[src/rtl/mandel_iter_sched.sv]
// mandel_iter_sched: per-pixel Mandelbrot iteration sequencer driving a shared z^2+c step unit.
// Optional feature macro MANDEL_ABORT_EN adds an abort input and an aborted status output.
module mandel_iter_sched #(
    parameter int WIDTH  = 16,
    parameter int ITER_W = 8
) (
    input  logic              clk,
    input  logic              rst,
    input  logic              start,
    input  logic [WIDTH-1:0]  c_re,
    input  logic [WIDTH-1:0]  c_im,
    input  logic [ITER_W-1:0] max_iter,
`ifdef MANDEL_ABORT_EN
    input  logic              abort,
    output logic              aborted,
`endif
    output logic              busy,
    output logic              done,
    output logic [ITER_W-1:0] iter_count,
    output logic              escaped,
    output logic              step_valid,
    output logic [WIDTH-1:0]  step_z_re,
    output logic [WIDTH-1:0]  step_z_im,
    output logic [WIDTH-1:0]  step_c_re,
    output logic [WIDTH-1:0]  step_c_im,
    input  logic              step_res_valid,
    input  logic [WIDTH-1:0]  step_res_re,
    input  logic [WIDTH-1:0]  step_res_im,
    input  logic              step_res_esc
);
    localparam logic [1:0] S_IDLE  = 2'd0;
    localparam logic [1:0] S_ISSUE = 2'd1;
    localparam logic [1:0] S_WAIT  = 2'd2;
    localparam logic [1:0] S_DONE  = 2'd3;
    logic [1:0]        r_state;
    logic [ITER_W-1:0] r_max;
    logic [ITER_W-1:0] r_iter;
    logic              r_esc;
    logic [WIDTH-1:0]  r_z_re;
    logic [WIDTH-1:0]  r_z_im;
    logic [WIDTH-1:0]  r_c_re;
    logic [WIDTH-1:0]  r_c_im;
    logic [ITER_W-1:0] w_next;
    logic              w_abort;
    assign w_next = r_iter + ITER_W'(1);
`ifdef MANDEL_ABORT_EN
    logic r_aborted;
    assign w_abort = abort;
    assign aborted = r_aborted;
    always_ff @(posedge clk) begin
        if (rst)
            r_aborted <= 1'b0;
        else if (r_state == S_IDLE && start)
            r_aborted <= 1'b0;
        else if ((r_state == S_ISSUE || r_state == S_WAIT) && abort)
            r_aborted <= 1'b1;
    end
`else
    assign w_abort = 1'b0;
`endif
    always_ff @(posedge clk) begin
        if (rst) begin
            r_state <= S_IDLE;
            r_max   <= '0;
            r_iter  <= '0;
            r_esc   <= 1'b0;
            r_z_re  <= '0;
            r_z_im  <= '0;
            r_c_re  <= '0;
            r_c_im  <= '0;
        end else begin
            case (r_state)
                S_IDLE: if (start) begin
                    r_c_re  <= c_re;
                    r_c_im  <= c_im;
                    r_max   <= max_iter;
                    r_z_re  <= '0;
                    r_z_im  <= '0;
                    r_iter  <= '0;
                    r_esc   <= 1'b0;
                    r_state <= (max_iter == '0) ? S_DONE : S_ISSUE;
                end
                S_ISSUE: r_state <= w_abort ? S_DONE : S_WAIT;
                S_WAIT: if (w_abort) begin
                    r_state <= S_DONE;
                end else if (step_res_valid) begin
                    r_z_re  <= step_res_re;
                    r_z_im  <= step_res_im;
                    r_iter  <= w_next;
                    r_esc   <= step_res_esc;
                    r_state <= (step_res_esc || w_next == r_max) ? S_DONE : S_ISSUE;
                end
                default: r_state <= S_IDLE;
            endcase
        end
    end
    assign busy       = r_state != S_IDLE;
    assign done       = r_state == S_DONE;
    assign step_valid = r_state == S_ISSUE;
    assign iter_count = r_iter;
    assign escaped    = r_esc;
    assign step_z_re  = r_z_re;
    assign step_z_im  = r_z_im;
    assign step_c_re  = r_c_re;
    assign step_c_im  = r_c_im;
endmodule

[config.mk]
export PLATFORM = sky130hd
export DESIGN_NAME = mandel_iter_sched
export DESIGN_NICKNAME = d
export VERILOG_FILES = /design/src/rtl/mandel_iter_sched.sv
export SDC_FILE = /design/constraint.sdc
export NUM_CORES = 1
export LEC_CHECK = 0
export CAP_MARGIN = 25
export CORE_ASPECT_RATIO = 1.75
export CORE_UTILIZATION = 41
export DETAILED_ROUTE_END_ITERATION = 6
export GPL_TIMING_DRIVEN = 0
export HOLD_SLACK_MARGIN = 0.02
export PLACE_DENSITY = 0.81
export SYNTH_ARGS = -nofsm -noshare
export SYNTH_HDL_FRONTEND = slang
export SYNTH_SLANG_ARGS = --single-unit
[constraint.sdc]
create_clock -name clk -period 2 [get_ports clk]
set_input_delay 0.2 -clock clk [delete_from_list [all_inputs] [get_ports clk]]
set_output_delay 0.2 -clock clk [all_outputs]
set_load 0.1 [all_outputs]
==> qor.yml, run 1 <==
placed_design:
  gp_congestion: 0.845
  io_buffers: 152
  hpwl_um: 6980
synthesis:
  synth_edf_count: 0
  yosys.area.top_type: "dfxtp_1"
  synthCells: 372
  synth_adder_area_share: 0.00392
  ys_ff_latch: 83
  syn_area_per_cell_um2: 8.58
  synth_nets: 450
  yosys-mux-area-fraction: 0
  synthFlopType: "dfxtp_1"
  synth-compound-area-share: 0.192
  yosysSeqAreaShare: 0.521
  async_flop_share: 0
  ys.warnings.count: 0
  netlist_area_mm2: 0.00319
  post-synth-top-area-fraction: 0.521
  synth-xor-area-share: 0.0220
  yosys-top-cells-area: "dfxtp_1, nand2_1, a22oi_1, a21oi_1, nor2_1"
  synth_top_family_by_area: "simple AND/OR/NAND/NOR gates"
  yosys.area_share.simple: 0.213
  synth_cell_types: 37
global_route:
  grt_util_all_layers: 0.239
  grt_max_degree: 14
  grt_pass1_vias: 3209
  met1_usage: 0.239
  grt.busiest_layer: "met2"
  globalRouteMet2Util: 0.428
  use_met3: 0.0541
  grt_pass1_wl_um: 14600
  antenna_found_initial: 0
  overflow: 0
timing:
  fin_crit_sh: 0.928
  max-slew-margin-rel: 0.322
  slew_violations: 0
  fin_skew_ns: 0.00457
  whs_ns: 0.417
  setup-tns-final_ns: 0
  tightestPinTransition_ns: 1.02
  rsz0062_at_grt: "no"
  setup_violations: 0
  max_freq_mhz: 539
  post-route-min-period_ns: 1.86
  hold_violations: 0
job:
  cap_violations: 0
layout:
  fin_nets: 613
  area_growth_pct: 59.4
  antenna_cells: 0
  layout-drive-gt1-share: 0.0815
run_status:
  status: "complete, no violations"
pwr:
  pwr-share-seq: 0.383
  combPwrFrac: 0.253
  powerDensity_mw_per_mm2: 916
  p_sw_mw: 1.52
  p_leak_nw: 2.36
  sw_frac_of_total: 0.326
  pwr-share-clk: 0.364
  intPower_mw: 3.14
  ir_drop_mv: 0.595
min_path:
  hp-class: "input pin to flop"
drt:
  vias: 3261
  drt_wl_total_um: 9150
  drt_iter0_drc: 109
  viasPerCell: 5.19
  wl_per_cell_um: 14.6
  antenna_left: 0
  route.detailed.drc: 0
  dr.pass1.iters: 4
floorplanning:
  die_w_um: 68.7
  initial_utilization: 0.422
  core-area_mm2: 0.00757
  io_pins: 153
  dieArea_mm2: 0.00815
  rows: 42
  die_h_um: 119
worst_setup_path:
  cp_data_arrival_time_ns: 2.08
  end_kind: "flop"
  cp_max_fo: 8
  cp.required_ns: 2.22
  startpoint_type: "flop"
  rrSetupSlack_ns: 0.14
  worstSetupPathType: "flop to flop"
clocking:
  clk_pin_slew_worst_paths_ns: 0.06
  clock_sinks: 83
  cts_tree: "yes"
  cts_hold_buf: 0
  cts_htree_levels: 3
  cts_inserted_buffers: 9
  cts_root_buf: "clkbuf_16"
  clockBufferDepth: 2
  worstSkewPairLatency_ns: 0.33
  post_cts_buffers: 0
==> kinds of logic (layout without fill, tap and decap cells) <==
logic type,count (synthesis),count (layout)
adders and majority gates,1,1
DFF,83,83
xor gates and xnor gates,8,8
buffers and inverters,30,198
AOI/OAI and AO/OA,99,99
and+or+nand+nor,151,151
==> registers in the layout, summed over array words and instances (netlist names) <==
| name | count |
|---|---|
| step_c_im | 16 |
| step_c_re | 16 |
| step_z_im | 16 |
| step_z_re | 16 |
| iter_count | 8 |
| r_max | 8 |
| r_state | 2 |
| escaped | 1 |
==> power by group through the flow <==
stage               clock network [mW]  logic, mW  registers, mW
detailed placement                   0       1.23           1.82
CTS                               1.72       1.19           1.79
global route                      1.80       1.25           1.80
global placement                     0       1.21           1.82
floorplan                            0      0.339           2.32
finish                            1.70       1.18           1.79
==> through the flow <==
stage          total power [mW]  area (um2)  setup WS (ns)  utilization  instances
3_3_place_gp               3.03        4830         0.0501        0.638        612
3_5_place_dp               3.05        4830         0.0362        0.638        612
6_report                   4.66        5090          0.144        0.672        628
4_1_cts                    4.70        5070       0.000754        0.669        628
5_1_grt                    4.85        5090          0.108        0.672        628
2_1_floorplan              2.66        3200         0.0175            -        372
==> per-layer routing <==
metal / routed length, um / up-vias
met1: 3250 / 1517
met5: 0 / -
met4: 343 / 0
li1: - / 1603
met3: 617 / 24
met2: 4940 / 117
==> area by class of cell <==
type | count | area (um2)
repair buffers | 152 | 1470
plain buffers | 28 | 145
well taps | 88 | 110
multi-input cells | 259 | 1380
clock buffers | 12 | 267
clock inverters | 4 | 47.5
fillers | 675 | 2480
inverters | 2 | 7.51
flip-flops and latches | 83 | 1670
==> cells in the mapped netlist, types with 2 or more instances <==
cell type  instances
xnor2_1            4
a21o_1             2
nand4b_1           3
o21ai_0            5
a21oi_1           50
nand2b_1           2
nor4b_1            3
xor2_1             4
a31oi_1            2
dfxtp_1           83
nor2_1            41
o211ai_1           2
nand3b_1           3
nand2_1           82
or3_1              2
nand3_1            2
clkbuf_1          13
a22oi_1           34
inv_1              2
and4_1             2
and3_1             2
nor3_1             2
buf_2             11
buf_6              3
==> cell usage in the layout, fill, tap and decap left out, drive strengths merged, types with 10 or more instances in the layout <==
cell type	n
buf	15
nor2	42
dlymetal6s2s	10
clkdlybuf4s50	76
nand2	82
a21oi	50
dlygate4sd2	63
a22oi	34
clkbuf	26
dfxtp	83
==> critical path: stages (launching register included) <==
cell and delay (ns):
dfxtp_2 0.36, ha_1 0.34, xor2_1 0.15, nor4b_1 0.39, o211ai_1 0.17, o41ai_2 0.34
==> what timing repair did <==
| item | CTS | global route |
|---|---|---|
| gates cloned | 0 | 0 |
| resized for setup | 71 | 11 |
| endpoints found under the setup margin | 66 | 11 |
==> path summary, 6_finish.rpt <==
path                                      to  depth (start not counted)     startpoint
worst min register to register  step_c_im[8]                          2   step_c_im[8]
worst min-delay path            step_c_re[9]                          3        c_re[9]
worst max register to register    r_state[1]                          5  iter_count[0]
worst max-delay path              r_state[1]                          5  iter_count[0]
(Power assumes the default switching activity.)
==> run 2, diff against run 1 <==
--- a/config.mk
+++ b/config.mk
@@ -11,7 +11,8 @@
 export DETAILED_ROUTE_END_ITERATION = 6
 export GPL_TIMING_DRIVEN = 0
 export HOLD_SLACK_MARGIN = 0.02
-export PLACE_DENSITY = 0.81
+export MAX_ROUTING_LAYER = met4
+export PLACE_DENSITY = 0.86
 export SYNTH_ARGS = -nofsm -noshare
 export SYNTH_HDL_FRONTEND = slang
 export SYNTH_SLANG_ARGS = --single-unit
==> qor.yml, run 2 (same netlist as run 1, synthesis figures left out) <==
global_route:
  antenna_found_initial: 0  # unchanged
  grt_max_degree: 13  # -1
  grt_pass1_vias: 3240  # +0.97%
  overflow: 0  # unchanged
  grt_util_all_layers: 0.241  # +0.00237
  grt_pass1_wl_um: 14500  # -0.95%
worst_setup_path:
  cp.required_ns: 1.80  # -0.42 ns
  end_kind: "output pin"
  r2r_start: "iter_count[0]"
  cp_data_arrival_time_ns: 1.77  # -0.31 ns
  r2r_cells: 5  # unchanged
  max_stage_delay_ns: 1.12  # +0.73 ns
  cp_max_fo: 2  # -6
  rrSetupSlack_ns: 0.15  # about the same
  worstSetupStartpoint: "iter_count[4]"
  worstSetupPathType: "flop to output pin"
  crit_family: "buffers and inverters"
  worstPathCellList: "clkdlybuf4s50_1"
  startpoint_type: "flop"
  reg2reg_to: "r_state[1]"
  cp_slowest_cell: "clkdlybuf4s50_1"
  cp.buffers_inverters: 1  # +1
pwr:
  combPwrFrac: 0.264  # +0.011
  ir_drop_mv: 0.596  # +0.20%
  powerDensity_mw_per_mm2: 888  # -3.1%
  intPower_mw: 2.98  # -5.0%
  pwr-share-clk: 0.338  # -0.026
  p_sw_mw: 1.51  # -0.86%
  p_leak_nw: 2.38  # +0.70%
  pwr-share-seq: 0.398  # +0.015
  sw_frac_of_total: 0.335  # +0.00935
floorplanning:
  dieArea_mm2: 0.00815  # unchanged
  rows: 42  # unchanged
  die_w_um: 68.7  # unchanged
  initial_utilization: 0.422  # unchanged
  die_h_um: 119  # unchanged
  io_pins: 153  # unchanged
  core-area_mm2: 0.00757  # unchanged
layout:
  seq_area_mm2: 0.00167  # unchanged
  multi_input_area_mm2: 0.00138  # unchanged
  fin_util: 0.668  # -0.00364
  final_cell_mix: "nand2_1, dfxtp_1, clkdlybuf4s50_1, dlygate4sd2_1, a21oi_1"
  n_fill_cell: 652  # -3.4%
  fin_nets: 613  # unchanged
  final_common_cell: "nand2_1"
  area_growth_pct: 58.5
  antenna_cells: 0  # unchanged
  final_cells: 628  # unchanged
  layout-drive-gt1-share: 0.0759  # -0.00556
drt:
  route.detailed.drc: 0  # unchanged
  viasPerCell: 5.20  # +0.18%
  antenna_left: 0  # unchanged
  dr.pass1.iters: 4  # unchanged
  drt_iter0_drc: 148  # +36%
  wl_per_cell_um: 15.0  # +2.7%
  drt_wl_total_um: 9400  # +2.7%
  vias: 3267  # +0.18%
timing:
  setup_slack_ns: 0.0289  # -0.115 ns
  whs_ns: 0.419  # +0.00198 ns
  fin_crit_sh: 0.986  # +0.0574
  hold_violations: 0  # unchanged
  max_freq_mhz: 507  # -5.8%
  fin_skew_ns: 0.00545  # +0.000885 ns
  slew_violations: 0  # unchanged
  setup_violations: 0  # unchanged
  tightestPinTransition_ns: 1.00  # -0.0196 ns
  post-route-min-period_ns: 1.97  # +0.115 ns
  rsz0062_at_grt: "no"
  max-slew-margin-rel: 0.335  # +0.0130
  setup-tns-final_ns: 0  # unchanged
placed_design:
  dp_cells: 612  # unchanged
  post-place-ws_ns: 0.0105  # -0.0257 ns
  gp_congestion: 0.815  # -3.5%
  io_buffers: 152  # unchanged
  hpwl_um: 7060  # +1.3%
run_status:
  status: "complete, no violations"
clocking:
  worstSkewPairLatency_ns: 0.33  # about the same
  cts_hold_buf: 0  # unchanged
  cts_inserted_buffers: 9  # unchanged
  clock_sinks: 83  # unchanged
  cts_tree: "yes"
  cts_root_buf: "clkbuf_16"
  clockBufferDepth: 2  # unchanged
  clk_pin_slew_worst_paths_ns: 0.06  # about the same
  cts_htree_levels: 3  # unchanged
job:
  cap_violations: 0  # unchanged
min_path:
  whs_path_depth: 3  # unchanged
  hp-class: "input pin to flop"
  min_to: "step_c_im[4]"
  hp-start: "c_im[4]"
run 2: cell types whose count changed in the layout (fill, tap and decap cells not counted):
cell             previous run  this run
dlygate4sd2_1              63        59
clkbuf_1                   13        16
dlymetal6s2s_1             10        13
bufinv_16                   1         0
clkbuf_8                    3         2
clkdlybuf4s50_1            76        77
clkinvlp_4                  1         0
run 2: worst max path at each step:
stage | end | slack, ns | depth (start not counted)
3_5_place_dp | busy | 0.01 | 4
3_3_place_gp | busy | 0.05 | 4
2_1_floorplan | step_valid | 0.02 | 2
5_1_grt | iter_count[4] | 0.002 | 1
6_report | iter_count[4] | 0.03 | 1
4_1_cts | step_valid | 0.0003 | 3
run 2: repair_timing:
item	4_1_cts	5_1_grt
pin swaps	0	0
setup endpoints to repair	62	14
buffers inserted	0	0
resized for setup	66	15
run 2: metal layers:
metal	track usage	wire (um)
met1	0.238	3460
met2	0.430	5140
met3	0.0531	523
met4	0.103	265
met5	-	0
run 2: power by group through the flow:
stage | clock [mW] | sequential (mW) | combinational [mW]
2_1_floorplan | 0 | 2.32 | 0.339
3_3_place_gp | 0 | 1.82 | 1.21
3_5_place_dp | 0 | 1.82 | 1.23
4_1_cts | 1.54 | 1.79 | 1.19
5_1_grt | 1.62 | 1.80 | 1.25
6_report | 1.52 | 1.79 | 1.19
run 2: worst register-to-register path: cells and delay by family (launching register included):
| kind | cells | cell delay [ns] |
|---|---|---|
| compound gates | 2 | 0.49 |
| xor+xnor | 1 | 0.15 |
| fa+ha+maj | 1 | 0.34 |
| flops | 1 | 0.36 |
| simple gates | 1 | 0.41 |
run 2: cell type report:
| type | instances | area share |
|---|---|---|
| plain buffers | 28 | 0.0287 |
| clock buffers | 14 | 0.0522 |
| clock inverters | 2 | 0.00198 |
| inverters | 2 | 0.00148 |
| multi-input cells | 259 | 0.272 |
| flip-flops and latches | 83 | 0.330 |
| well taps | 88 | 0.0218 |
| repair buffers | 152 | 0.292 |
run 2: stage by stage:
step | power [mW] | instance area (um2)
after floorplan | 2.66 | 3200
after global placement | 3.03 | 4830
after global routing | 4.66 | 5060
final | 4.49 | 5060
after detailed placement | 3.05 | 4830
after CTS | 4.52 | 5030
